### src/rtl/fetch_unit_if.sv
// Fetch-stage bus bundle: the ROM request/response, the execute redirect, and the decode handshake.
// The master modport belongs to fetch_unit and the slave modport to its environment.
interface fetch_unit_if #(
  parameter int DEPTH = 2
);
  logic [31:0]             mem_pc;
  logic [31:0]             mem_instr;
  logic                    mem_ready;
  logic                    redirect_valid;
  logic [31:0]             redirect_pc;
  logic                    id_valid;
  logic                    id_ready;
  logic [31:0]             id_instr;
  logic [31:0]             id_pc;
  logic [$clog2(DEPTH):0]  count;

  modport master (
    output mem_pc, id_valid, id_instr, id_pc, count,
    input  mem_instr, mem_ready, redirect_valid, redirect_pc, id_ready
  );

  modport slave (
    input  mem_pc, id_valid, id_instr, id_pc, count,
    output mem_instr, mem_ready, redirect_valid, redirect_pc, id_ready
  );
endinterface

### src/rtl/fetch_unit.sv
// Instruction fetch: holds the PC steady for a multi-cycle ROM and buffers accepted words with their PC.
// Decode reads the buffer over valid/ready, and a redirect from execute flushes the buffer and restarts fetch.
module fetch_unit #(
  parameter logic [31:0] RESET_PC = 32'h0000_0000,
  parameter int          DEPTH    = 2,
  parameter logic [31:0] NOP      = 32'h0000_0013
) (
  input  logic          clk,
  input  logic          rst_n,
  fetch_unit_if.master  bus
);

  localparam int PW = (DEPTH > 1) ? $clog2(DEPTH) : 1;
  localparam int CW = $clog2(DEPTH) + 1;

  // DROP: the next ROM pulse is discarded. RUN: pulses are accepted, subject to buffer space.
  typedef enum logic {ST_DROP, ST_RUN} state_t;

  state_t           state_reg, state_next;
  logic [31:0]      mem_pc_reg;
  logic [PW-1:0]    wr_ptr_reg, rd_ptr_reg;
  logic [CW-1:0]    count_reg;
  logic [31:0]      pc_buf   [DEPTH];
  logic [31:0]      instr_buf[DEPTH];

  logic             full;
  logic             flush;
  logic             push;
  logic             pop;

  assign full = (count_reg == CW'(DEPTH));

  // State register.
  always_ff @(posedge clk or negedge rst_n) begin
    if (!rst_n) state_reg <= ST_DROP;
    else        state_reg <= state_next;
  end

  // Next-state logic. A redirect overrides everything; in DROP, any pulse is consumed.
  always_comb begin
    state_next = state_reg;
    if (bus.redirect_valid)
      state_next = ST_DROP;
    else if (state_reg == ST_DROP && bus.mem_ready)
      state_next = ST_RUN;
  end

  // Output logic: per-cycle control strobes.
  always_comb begin
    flush = bus.redirect_valid;
    pop   = 1'b0;
    push  = 1'b0;
    if (!flush) begin
      pop  = (count_reg != '0) && bus.id_ready;
      push = (state_reg == ST_RUN) && bus.mem_ready && (!full || pop);
    end
  end

  // The fetch PC moves only on an accepted word or on a redirect, so the ROM always sees a stable address.
  always_ff @(posedge clk or negedge rst_n) begin
    if (!rst_n) begin
      mem_pc_reg <= RESET_PC;
      wr_ptr_reg <= '0;
      rd_ptr_reg <= '0;
      count_reg  <= '0;
    end else if (flush) begin
      mem_pc_reg <= {bus.redirect_pc[31:2], 2'b00};
      wr_ptr_reg <= '0;
      rd_ptr_reg <= '0;
      count_reg  <= '0;
    end else begin
      if (push) begin
        mem_pc_reg <= mem_pc_reg + 32'd4;
        wr_ptr_reg <= wr_ptr_reg + PW'(1);
      end
      if (pop)
        rd_ptr_reg <= rd_ptr_reg + PW'(1);
      case ({push, pop})
        2'b10:   count_reg <= count_reg + CW'(1);
        2'b01:   count_reg <= count_reg - CW'(1);
        default: count_reg <= count_reg;
      endcase
    end
  end

  // Buffer storage needs no reset: count gates every read.
  generate
    for (genvar gi = 0; gi < DEPTH; gi++) begin : g_entry
      always_ff @(posedge clk) begin
        if (push && wr_ptr_reg == PW'(gi)) begin
          pc_buf[gi]    <= mem_pc_reg;
          instr_buf[gi] <= bus.mem_instr;
        end
      end
    end
  endgenerate

  assign bus.mem_pc   = mem_pc_reg;
  assign bus.count    = count_reg;
  assign bus.id_valid = (count_reg != '0);
  assign bus.id_instr = (count_reg != '0) ? instr_buf[rd_ptr_reg] : NOP;
  assign bus.id_pc    = (count_reg != '0) ? pc_buf[rd_ptr_reg]    : 32'h0;

endmodule

### src/flat_wrapper.sv
// flat-port wrapper written by rule: the top's interface ports become plain ports
module fetch_unit_flat 
#(
  parameter logic [31:0] RESET_PC = 32'h0000_0000,
  parameter int          DEPTH    = 2,
  parameter logic [31:0] NOP      = 32'h0000_0013
)
  (clk, rst_n, bus_mem_pc, bus_id_valid, bus_id_instr, bus_id_pc, bus_count, bus_mem_instr, bus_mem_ready, bus_redirect_valid, bus_redirect_pc, bus_id_ready);
  fetch_unit_if #(.DEPTH(DEPTH)) bus_i ();
  input  logic clk;
  input  logic rst_n;
  output wire logic [$bits(bus_i.mem_pc)-1:0] bus_mem_pc;
  output wire logic [$bits(bus_i.id_valid)-1:0] bus_id_valid;
  output wire logic [$bits(bus_i.id_instr)-1:0] bus_id_instr;
  output wire logic [$bits(bus_i.id_pc)-1:0] bus_id_pc;
  output wire logic [$bits(bus_i.count)-1:0] bus_count;
  input wire logic [$bits(bus_i.mem_instr)-1:0] bus_mem_instr;
  input wire logic [$bits(bus_i.mem_ready)-1:0] bus_mem_ready;
  input wire logic [$bits(bus_i.redirect_valid)-1:0] bus_redirect_valid;
  input wire logic [$bits(bus_i.redirect_pc)-1:0] bus_redirect_pc;
  input wire logic [$bits(bus_i.id_ready)-1:0] bus_id_ready;
  assign bus_mem_pc = bus_i.mem_pc;
  assign bus_id_valid = bus_i.id_valid;
  assign bus_id_instr = bus_i.id_instr;
  assign bus_id_pc = bus_i.id_pc;
  assign bus_count = bus_i.count;
  assign bus_i.mem_instr = bus_mem_instr;
  assign bus_i.mem_ready = bus_mem_ready;
  assign bus_i.redirect_valid = bus_redirect_valid;
  assign bus_i.redirect_pc = bus_redirect_pc;
  assign bus_i.id_ready = bus_id_ready;
  fetch_unit #(.RESET_PC(RESET_PC), .DEPTH(DEPTH), .NOP(NOP)) u_core (.clk(clk), .rst_n(rst_n), .bus(bus_i));
endmodule
### config.mk
export PLATFORM = sky130hd
export DESIGN_NAME = fetch_unit_flat
export DESIGN_NICKNAME = d
export VERILOG_FILES = /design/src/rtl/fetch_unit_if.sv /design/src/rtl/fetch_unit.sv /design/src/flat_wrapper.sv
export SDC_FILE = /design/constraint.sdc
export NUM_CORES = 1
export LEC_CHECK = 0
export BUFFER_PORTS_ARGS = -buffer_cell sky130_fd_sc_hd__buf_2
export CORE_AREA = 3 3 112 114
export CTS_BUF_LIST = sky130_fd_sc_hd__clkbuf_4
export DETAILED_ROUTE_END_ITERATION = 8
export DIE_AREA = 0 0 115 117
export PLACE_DENSITY = 0.85
export RECOVER_POWER = 100
export SLEW_MARGIN = 20
export SYNTH_ARGS = -nofsm -noshare
export SYNTH_HDL_FRONTEND = slang
export SYNTH_SLANG_ARGS = --single-unit
### constraint.sdc
create_clock -name clk -period 19.9 [get_ports clk]
set_clock_uncertainty 0.2 [all_clocks]
set_input_delay 1.99 -clock clk [delete_from_list [all_inputs] [get_ports clk]]
set_output_delay 1.99 -clock clk [all_outputs]
set_load 0.02 [all_outputs]
======== Word level (Yosys, flattened, before mapping) ========
Memory sizes are Yosys's and may differ from the RTL's.
Cells that the tools add are included.
storage, ports and cells
  input bits .............................. 69
  memory bits (writable) .................. 128
  output and inout port bits .............. 99
  memories kept ........................... 2
  logic and storage cells ................. 56
  register bits ........................... 37
operators by class
  eq/ne operators ......................... 3
  bitwise gates (word level) .............. 2
  mux-type cells .......................... 24
  reductions and logical operators ........ 15
  add/sub/neg operators ................... 5
memory list
  name              words  width  read ports  clocked after memory_dff  wr ports  RTL line          source
  u_core.instr_buf  2      32     1           0                         1         fetch_unit.sv:24  logic [31:0] instr_buf[DEPTH];
  u_core.pc_buf     2      32     1           0                         1         fetch_unit.sv:23  logic [31:0] pc_buf [DEPTH];
operators by type and width
  cell                   count
  $mux 32                6
  $reduce_or 32->1       2
  $add 32x3->32 const B  1
  $mux 1                 16
  $reduce_bool 2->1      4
  $logic_and 1x1->1      6
  $eq 2x2->1 const B     2
  $pmux 2 s2             1
  $reduce_bool 3->1      1
  $add 1x1->1 const B    2
  $add 2x1->2 const B    1
  $eq 2x1->1 const B     1
  $mux 2                 1
  $not 1->1              2
  $sub 2x1->2 const B    1
  $logic_not 1->1        1
  $logic_or 1x1->1       1

======== Logic depth before layout (Yosys ltp) ========
  depth in word-level cells ............... 10
  depth in mapped cells ................... 6
  depth with buffers taken out ............ 5

======== Least setup slack after synthesis ========
No wires, ideal clock.
  kind .................................... input to register
  start point ............................. in bus_redirect_valid
  end point ............................... mem u_core.instr_buf[0][0], enable pin
  library setup time ...................... 0.635 ns
  path buffers ............................ 2
  stages .................................. 3
  required time ........................... 19.065 ns
  setup slack ............................. 10.731 ns
  arrival ................................. 8.334 ns
  cell sequence ........................... clkbuf_1 > clkbuf_1 > nor4_1
between the ends
  cells in the longest elaborated chain, start to end .. 6
  elaborated cells between the ends (all ways) .. 10
  classes of those cells .................. 7 x mux; 3 x reduce/logical
RTL lines
  item                          RTL line            source
  start: declaration            flat_wrapper.sv:19  input wire logic [$bits(bus_i.redirect_valid)-1:0] bus_redirect_valid;
  $mux 1 (*)                    fetch_unit.sv:53    if (!flush) begin
  $logic_and 1x1->1             fetch_unit.sv:90    if (push && wr_ptr_reg == PW'(gi)) begin
  $mux 1                        fetch_unit.sv:90
  $mux 1 (not written as such)  fetch_unit.sv:92    instr_buf[gi] <= bus.mem_instr;
  $reduce_or 32->1 (no line)    n/a
  $mux 1 (no line)              n/a
  end: declaration              fetch_unit.sv:24
Every way passes the cells marked *; elsewhere a longest branch is shown, timed or not.

======== Worst setup path in the final report ========
  start point ............................. reg u_core.count_reg[0] (netlist: u_core.bus.count[0])
  end point ............................... out bus_id_pc[13]
between the ends
  cells in the longest elaborated chain, start to end .. 2
RTL lines
  item                      RTL line            source
  start: declaration        fetch_unit.sv:22    logic [CW-1:0] count_reg;
  start signal: assignment  fetch_unit.sv:79    2'b10: count_reg <= count_reg + CW'(1);
  start signal: assignment  fetch_unit.sv:80    2'b01: count_reg <= count_reg - CW'(1);
  start signal: assignment  fetch_unit.sv:81    default: count_reg <= count_reg;
  $reduce_bool 2->1         fetch_unit.sv:102   assign bus.id_pc = (count_reg != '0) ? pc_buf[rd_ptr_reg] : 32'h0;
  $mux 32                   fetch_unit.sv:102
  end: declaration          flat_wrapper.sv:15  output wire logic [$bits(bus_i.id_pc)-1:0] bus_id_pc;
No other way between the ends.

==> flow_summary.ini <==
[status]
status = complete, but fails checks
violations = max-capacitance violations, max-slew violations

[global_route]
grt_antenna_before_repair = 0
gr-total-overflow = 0
gr-usage-all-layers_pct = 22.3
grt_max_degree = 64
grt_pass1_wl_mm = 23.0
first_global_vias = 4596

[sta]
max_freq_ghz = 0.158
finalSetupViolCount = 0
fin_crit_sh_pct = 31.9
worst_pin_slew_ps = 2610
hold_viol = 0
maxSlewViolCount = 178
grt_setup_unrepaired = no
setup-tns-final_ps = 0
max-slew-margin-rel_pct = -73.7
fin_crit_ps = 6340
hold_ws_ps = 357

[synth]
yosys_warnings = 0
async_flop_share_pct = 22.0
syn_inst = 508
ys_seq_elements = 159
syn_area_per_cell_um2 = 13.3
synth.distinct_cells = 39
syn_area_mm2 = 0.00676
synth_enable_flop_cells = 124
ys_seq_area_share_pct = 68.0
synthFlopType = edfxtp_1

[pwr]
powerDensity_mw_per_mm2 = 91.5
p_seq_share_pct = 55.3
combPwrFrac_pct = 14.4
p_leak_nw = 2.60
switching_share_pct = 27.5
vdd_drop_max_mv = 0.0384
intPower_mw = 0.518
p_sw_mw = 0.196
clockPowerShare_pct = 30.3

[critical_path]
worstPathArrival_ps = 4150
critPathRequiredTime_ps = 17710
critPathMaxFanout = 31
path_class = flop to output pin
cp-start-kind = flop
reg2reg_to = u_core.pc_buf[1][10]
r2r_cells = 4
crit_end = bus_id_pc[13]
crit_start = u_core.bus.count[0]
r2r_setup_slack_ps = 15440
end_kind = output pin
r2r-start = u_core.bus.count[1]

[clock_tree]
clk_path_buf_depth = 2
path_clk_slew_ps = 120
cts_htree_levels = 4
post_cts_buffers = 0
cts_resized = 0
cts.sinks = 159
cts_tree = yes
hold_buffers = 0
clk_root_buffer_cell = clkbuf_4
cts_inserted_buffers = 17
clock_latency_ps = 520

[placement]
portBuffers = 161
dp_hpwl_mm = 10.0
dp_cells = 788
gp_congestion = 0.899

[floorplanning]
fp-row-count = 39
fp.coreArea_mm2 = 0.0115
ios = 168
die_area_mm2 = 0.0135
die_h_um = 117
die_w_um = 115
start_util_pct = 58.7

[detailed_routing]
drtAntennaViolNets = 0
viasPerCell = 5.74
avgRoutedWirePerCell_um = 18.2
drt_wl_total_mm = 15.0
drc = 0
dr.pass1.iters = 5
drt-initial-drc-count = 504
num_vias = 4708

[cells_and_area]
largest_reg_flops = 64
syn_to_final_growth_pct = 15.4
instances_no_fill = 820
final_nets = 734
final_cell_mix = edfxtp_1 (124), clkbuf_1 (120), nor2_1 (85)
layout-drive-gt1-share_pct = 11.7
regArea_mm2 = 0.00460
final_common_cell = edfxtp_1
n_fill_cell = 889
utilization_pct = 67.8
multi_input_area_mm2 = 0.00200

[worst_hold_path]
hold_class = flop to flop

[run]
drv_cap = 5
-- area by class of cell --
cell class	instances	area share, %
clock inverters	13	2.49
repair buffers	165	8.66
well taps	143	2.29
diodes	1	0.0321
flip-flops and latches	159	59.0
clock buffers	18	1.73
multi-input cells	316	25.6
inverters	5	0.241
-- cells in the mapped netlist, types with 2 or more instances --
master / count / area share (%)
edfxtp_1: 124 / 55
nor2_1: 85 / 4.7
and3_2: 2 / 0.22
or4_1: 20 / 2.2
mux2i_1: 63 / 9.3
o21ai_0: 14 / 1.0
inv_1: 4 / 0.22
nand4_1: 10 / 0.93
xnor2_1: 9 / 1.2
nand3_1: 18 / 1.3
nand2_1: 27 / 1.5
or3_1: 2 / 0.19
xor2_1: 4 / 0.52
nor4_1: 6 / 0.56
clkbuf_1: 21 / 1.2
buf_2: 3 / 0.22
dfrtp_1: 35 / 13
or3b_2: 2 / 0.26
buf_4: 4 / 0.44
and3_1: 5 / 0.46
o31ai_1: 14 / 1.6
a31oi_1: 16 / 1.5
o211ai_1: 4 / 0.44
-- layer usage --
| layer | wire [µm] | GRT usage [%] |
|---|---|---|
| met2 | 7560 | 37.7 |
| met4 | 189 | 6.96 |
| met1 | 6060 | 28.7 |
| met3 | 1140 | 5.24 |
| met5 | 0 | 0 |
-- worst min path at each step --
stage | cells after the start | start | to | slack, ps
floorplan | 2 | u_core.state_reg | u_core.state_reg | 320
CTS | 0 | u_core.bus.mem_pc[31] | u_core.pc_buf[1][31] | 360
finish | 0 | u_core.bus.mem_pc[31] | u_core.pc_buf[1][31] | 360
global placement | 0 | u_core.bus.mem_pc[31] | u_core.pc_buf[0][31] | 300
detailed placement | 0 | u_core.bus.mem_pc[31] | u_core.pc_buf[0][31] | 320
global route | 0 | u_core.bus.mem_pc[31] | u_core.pc_buf[1][31] | 390
-- logic make-up after synthesis --
kind of cell	after synthesis	share of synthesized area, %
multiplexers	63	9.33
flip-flops	159	68.0
AND/OR/NAND/NOR	184	13.3
AO/OA/AOI/OAI	51	4.85
other	1	0.0555
adder cells (fa/ha/maj)	1	0.185
buffers and inverters	36	2.54
XOR/XNOR	13	1.68
-- power by group through the flow --
stage / sequential [mW] / combinational [mW] / clock [mW]
after floorplan: 0.397 / 0.0696 / 0
after global placement: 0.400 / 0.106 / 0
after detailed placement: 0.402 / 0.109 / 0
after CTS: 0.395 / 0.109 / 0.220
after global routing: 0.398 / 0.112 / 0.233
final: 0.395 / 0.103 / 0.216
-- critical path, stage by stage, from the launching register on --
cell and delay [ps]:
dfrtp_1 480, nor2_1 1760, clkbuf_1 1000, nor2_1 170
clkbuf_1 230
-- metrics by stage --
| stage | setup WS, ps | instance area [µm²] | power, mW |
|---|---|---|---|
| 2_1_floorplan | 10730 | 6770 | 0.467 |
| 3_3_place_gp | 14920 | 7650 | 0.506 |
| 3_5_place_dp | 14850 | 7650 | 0.511 |
| 4_1_cts | 15230 | 7980 | 0.724 |
| 5_1_grt | 13160 | 7800 | 0.743 |
| 6_report | 13560 | 7800 | 0.714 |
Power figures use the tool's default switching activity.
